### src/rtl/mem_dump_reader.sv
// Sequential readout engine: walks a block of words through the RAM external read port onto a valid/ready stream.
// Optional checksum output port and accumulator enabled by defining MEM_DUMP_CHECKSUM_EN.
module mem_dump_reader #(
    parameter int ADDR_W    = 16,
    parameter int XLEN      = 32,
    parameter int WORD_STEP = 4
) (
    input  logic              clk,
    input  logic              rst,
    input  logic              start,
    input  logic [ADDR_W-1:0] base_addr,
    input  logic [15:0]       word_count,
    output logic              busy,
    output logic              done,
    output logic              rd_flag,
    output logic [ADDR_W-1:0] rd_addr,
    input  logic [XLEN-1:0]   rd_data,
    output logic              out_valid,
    output logic [XLEN-1:0]   out_data,
    output logic              out_last,
`ifdef MEM_DUMP_CHECKSUM_EN
    output logic [XLEN-1:0]   checksum,
`endif
    input  logic              out_ready
);

    localparam logic [1:0] S_IDLE = 2'd0;
    localparam logic [1:0] S_REQ  = 2'd1;
    localparam logic [1:0] S_HOLD = 2'd2;
    localparam logic [1:0] S_DONE = 2'd3;

    logic [1:0]        state_q,     state_d;
    logic [ADDR_W-1:0] cur_addr_q,  cur_addr_d;
    logic [15:0]       remaining_q, remaining_d;
    logic              out_valid_q, out_valid_d;
    logic [XLEN-1:0]   out_data_q,  out_data_d;
    logic              out_last_q,  out_last_d;
    logic              handshake;

    assign handshake = out_valid_q && out_ready;

    always_comb begin
        // NOTE: every signal assigned here gets a default first, so no path leaves one unassigned and infers a latch.
        state_d     = state_q;
        cur_addr_d  = cur_addr_q;
        remaining_d = remaining_q;
        out_valid_d = out_valid_q;
        out_data_d  = out_data_q;
        out_last_d  = out_last_q;
        case (state_q)
            S_IDLE: begin
                if (start) begin
                    cur_addr_d  = base_addr;
                    remaining_d = word_count;
                    state_d     = (word_count == 16'd0) ? S_DONE : S_REQ;
                end
            end
            S_REQ: begin
                // RAM read data is combinational, so it is captured in the same cycle the address is driven.
                out_data_d  = rd_data;
                out_valid_d = 1'b1;
                out_last_d  = (remaining_q == 16'd1);
                state_d     = S_HOLD;
            end
            S_HOLD: begin
                if (handshake) begin
                    out_valid_d = 1'b0;
                    out_last_d  = 1'b0;
                    if (remaining_q == 16'd1) begin
                        state_d = S_DONE;
                    end else begin
                        remaining_d = remaining_q - 16'd1;
                        cur_addr_d  = cur_addr_q + ADDR_W'(WORD_STEP);
                        state_d     = S_REQ;
                    end
                end
            end
            S_DONE: begin
                state_d = S_IDLE;
            end
            default: begin
                state_d = S_IDLE;
            end
        endcase
    end

    always_ff @(posedge clk) begin
        // NOTE: state uses non-blocking assignments so every flop samples pre-edge values regardless of statement order.
        if (rst) begin
            state_q     <= S_IDLE;
            cur_addr_q  <= '0;
            remaining_q <= '0;
            out_valid_q <= 1'b0;
            out_data_q  <= '0;
            out_last_q  <= 1'b0;
        end else begin
            state_q     <= state_d;
            cur_addr_q  <= cur_addr_d;
            remaining_q <= remaining_d;
            out_valid_q <= out_valid_d;
            out_data_q  <= out_data_d;
            out_last_q  <= out_last_d;
        end
    end

`ifdef MEM_DUMP_CHECKSUM_EN
    logic [XLEN-1:0] checksum_q, checksum_d;

    always_comb begin
        checksum_d = checksum_q;
        if (state_q == S_IDLE && start) begin
            checksum_d = '0;
        end else if (state_q == S_HOLD && handshake) begin
            checksum_d = checksum_q + out_data_q;
        end
    end

    always_ff @(posedge clk) begin
        if (rst) begin
            checksum_q <= '0;
        end else begin
            checksum_q <= checksum_d;
        end
    end

    assign checksum = checksum_q;
`endif

    assign busy      = (state_q != S_IDLE);
    assign done      = (state_q == S_DONE);
    assign rd_flag   = (state_q == S_REQ);
    assign rd_addr   = cur_addr_q;
    assign out_valid = out_valid_q;
    assign out_data  = out_data_q;
    assign out_last  = out_last_q;

endmodule

### config.mk
export PLATFORM = sky130hd
export DESIGN_NAME = mem_dump_reader
export DESIGN_NICKNAME = d
export VERILOG_FILES = /design/src/rtl/mem_dump_reader.sv
export SDC_FILE = /design/constraint.sdc
export NUM_CORES = 1
export LEC_CHECK = 0
export CAP_MARGIN = 40
export CORE_MARGIN = 5
export CORE_UTILIZATION = 35
export DETAILED_ROUTE_END_ITERATION = 6
export HOLD_SLACK_MARGIN = 0.1
export PLACE_DENSITY = 0.66
export SYNTH_ARGS = -nofsm -noshare
export SYNTH_HDL_FRONTEND = slang
export SYNTH_SLANG_ARGS = --single-unit
### constraint.sdc
create_clock -name clk -period 2.3 [get_ports clk]
set_input_delay 0.46 -clock clk [delete_from_list [all_inputs] [get_ports clk]]
set_output_delay 0.46 -clock clk [all_outputs]
set_load 0.05 [all_outputs]
[After elaboration in Yosys (flattened, before gate mapping)]
Index checks and enable logic that the tools add are counted.
W data, S select, Z words.
Storage, ports and cells
  flip-flop bits (word level): 68
  bits of input ports: 68
  output and inout port bits: 53
  logic and storage cells: 40
Cells by class
  add/sub/neg operators: 2
  equality and inequality tests: 7
  muxes and demuxes: 16
  reduce and logical (&&, ||, !) cells: 9
Operators by type and width (count)
  $mux W16: 6
  $pmux W16 S2: 2
  $add A16 B3 Y16 const B: 1
  $eq A16 B1 Y1 const B: 1
  $logic_not A16 Y1: 1
  $sub A16 B1 Y16 const B: 1
  $mux W2: 4
  $pmux W2 S4: 1
  $ne A2 B2 Y1 const B: 3
  $reduce_bool A2 Y1: 3
  $eq A2 B2 Y1 const B: 2
  $pmux W1 S2: 2
  $reduce_and A2 Y1: 2
  $reduce_and A4 Y1: 1
  $eq A2 B1 Y1 const B: 1
  $logic_not A2 Y1: 1
  $logic_and A1 B1 Y1: 1
  $mux W1: 1

[Depth between registers and ports, before layout]
  depth in word-level cells: 4
  gate-level depth with buffers: 9
  gate-level depth less buffers: 7

[Worst setup path after synthesis]
OpenSTA, ideal clock, no wires.
  path type: register -> register
  from: reg out_valid_q (netlist: out_valid)
  to: reg cur_addr_q[9] (netlist: rd_addr[9])
  library setup time: 86 ps
  arrival time: 1806 ps
  data required time: 2214 ps
  slack: 407 ps
  cell stages (with the launch flop): 5
  path buffers: 0
  clock period less this slack: 1893 ps
  cells stage by stage: dfxtp_1 nand3_1 a21o_1 or4_1 a221oi_2
On the way
  cells in the longest elaborated chain, start to end: 3
RTL lines
  start, declared: RTL line 35  | logic out_valid_q, out_valid_d;
  start signal, assigned: RTL line 100  | out_valid_q <= out_valid_d;
  $logic_and A1 B1 Y1: RTL line 40  | assign handshake = out_valid_q && out_ready;
  $ne A2 B2 Y1 (no line)
  $reduce_and A4 Y1 (no line)
  end signal, assigned: RTL line 98  | cur_addr_q <= cur_addr_d;
  end, declared: RTL line 33  | logic [ADDR_W-1:0] cur_addr_q, cur_addr_d;
No other way between the ends.
A chain may end at the register's enable or synchronous reset.

[Worst setup path in the final report]
  from: reg cur_addr_q[7] (netlist: rd_addr[7])
  to: out rd_addr[7]
RTL lines
  end, declared: RTL line 16  | output logic [ADDR_W-1:0] rd_addr,
No word-level cell between the ends.

==> results.tsv <==
metric	value	unit
sw_frac_of_total	0.343	
p_total	3.26	mW
grt_pass1_wl	17100	um
initial_core_util	0.357	
reg2reg_depth	8	
yosysUniqueCellTypes	46	
diodes	0	
cp.depth	1	
num_vias	3602	
die_x	107	um
ys_ff_latch	68	
core_area	9150	um^2
p_leak	1.74	nW
dr.pass1.iters	4	
yosys-top-cells-area	dfxtp_1 42%, nand2_1 13%, a21oi_1 9.7%, nor2_1 3.1%, o21ai_0 3.1%	
criticalPathCategory	flop to primary output	
cts_setup_buffers	0	
grt_max_degree	42	
portBuffers	120	
synth_ff_type	dfxtp_1	
fin_nets	633	
regToRegSetupSlack	220	ps
cpPeakStageDelay	860	ps
rsz0062_at_grt	no	
area.sequential	1360	um^2
hold_end	out_data[28]	
grt_pass1_vias	3512	
p_seq_frac	0.411	
critPathArrivalTime	1650	ps
p_comb_frac	0.289	
synth_top_area_cell	dfxtp_1	
routed_via_density	5.31	
synth_nets	515	
grtUsageTotal	0.185	
ioPinCount	121	
worst_clock_skew	6.91	ps
cts_buffer_depth	2	
drt_wl_total	10700	um
cp.required	1840	ps
drive_above_1_share	0.0811	
p_sw	1.12	mW
fp.dieH	107	um
clk_pin_slew_worst_paths	70	ps
holdWs	455	ps
synth_cells	444	
crit_slowest_cell	clkdlybuf4s50_1	
cts.sinks	68	
synth_edf_count	0	
place.gp.congestion	0.880	
postSynthAreaPerCell	7.36	um^2
path_delay_family	buffers and inverters	
tns	0	ps
reg2reg_to	rd_addr[10]	
final_common_cell	clkdlybuf4s50_1	
hp-class	flop to flop	
cts_tree	built	
crit_buf_inv	1	
hold_viol	0	
async_flop_share	0	
relSlewSlack	0.618	
clk_latency	340	ps
p_int	2.14	mW
status	finished, final reports clean	
synth.top_cell.area_share	0.417	
r2r_start	remaining_q[1]	
worstHoldStart	out_data[28]	
areaGrowthSynthToFinish	47.6	%
wl_per_cell	15.9	um
die_area	11400	um^2
max_freq	0.473	GHz
drt_iter0_markers	149	
ys_seq_area_frac	0.417	
yosysWarnings	0	
grt-ovfl-total	0	
power_frac_clock	0.300	
finalCriticalPeriod	2110	ps
multi_input_area	1780	um^2
syn_area	3270	um^2
path_cells	clkdlybuf4s50_1	
finalCritPeriodShare	0.919	
n_fill_cell	921	
setup_viol	0	
tightest_slew	574	ps
ir_drop	0.408	mV
cts_inserted_buffers	9	
dpl.hpwl	7720	um
crit_fanout	7	
cp-end-kind	primary output	
cts-root-buf	clkbuf_8	
drc	0	
most-common-layout-cells	116 x clkdlybuf4s50_1, 114 x nand2_1, 68 x dfxtp_1, 63 x a21oi_1, 27 x nor2_1	
drv_slew	0	
antenna_left	0	
holdPathStages	2	
start_kind	flop	
powerDensity	676	nW/um^2
antenna_found_initial	0	
max-cap-violations	0	
rows	35	
final_util	0.527	
cts_max_level	3	
synth_stat cells (7+ instances only):
cell and number:
a31oi_1 7, clkbuf_1 22, dfxtp_1 68, nor3_1 8
nand3_1 12, nand2_1 114, nor2_1 27, o21ai_1 13
a21oi_1 63, a211oi_1 7, o21ai_0 20
worst max-delay path by stage:
| stage | startpoint | to | slack (ps) |
|---|---|---|---|
| 2_1_floorplan | out_valid | rd_addr[9] | 410 |
| 3_3_place_gp | out_ready | rd_addr[9] | 110 |
| 3_5_place_dp | out_ready | rd_addr[9] | 60 |
| 4_1_cts | remaining_q[1] | rd_addr[10] | 120 |
| 5_1_grt | remaining_q[0] | remaining_q[14] | 90 |
| 6_report | rd_addr[7] | rd_addr[7] | 190 |
per-layer routing:
layer | up-vias | part of all wire | routed length [um] | GRT usage
li1 | 1806 | - | - | -
met1 | 1667 | 0.44 | 4700 | 0.230
met2 | 110 | 0.48 | 5180 | 0.307
met3 | 19 | 0.055 | 594 | 0.0343
met4 | 0 | 0.026 | 276 | 0.0904
met5 | - | 0 | 0 | 0
power by group through the flow:
| stage | combinational (mW) | sequential [mW] | clock (mW) |
|---|---|---|---|
| 6_report | 0.940 | 1.34 | 0.977 |
| 5_1_grt | 1.01 | 1.35 | 1.05 |
| 4_1_cts | 0.939 | 1.34 | 1.01 |
| 3_5_place_dp | 0.935 | 1.37 | 0 |
| 3_3_place_gp | 0.928 | 1.36 | 0 |
| 2_1_floorplan | 0.372 | 1.55 | 0 |
cells by family after synthesis:
logic type      Yosys count  synth area share
simple gates            203             0.282
fa+ha+maj                 3            0.0115
buf+inv                  34            0.0429
flops                    68             0.417
compound gates          136             0.247
sequential cells by signal, summed over array words and instances (netlist names):
register / count
out_data: 32
rd_addr: 16
remaining_q: 16
state_q: 2
out_last: 1
out_valid: 1
final cells by class:
cell class                 count  share of cell area
clock buffer                  10              0.0265
sequential                    68               0.282
inverter                       5             0.00389
tap                          111              0.0288
multi-input combinational    342               0.368
timing repair buffer         136               0.277
clock inverter                 6              0.0135
repair_timing:
item                                    4_1_cts  5_1_grt
resized for setup                             0        1
endpoints found under the setup margin        0        3
hold buffers                                  0        0
per-stage QoR:
stage                     std cells  setup slack, ps  cell area (um^2)
final                           678              187              4820
after global routing            678             88.1              4820
after CTS                       678              121              4810
after global placement          662              115              4620
after detailed placement        662             61.7              4620
after floorplan                 444              407              3270
No activity file was read; power rests on OpenSTA's default activity.
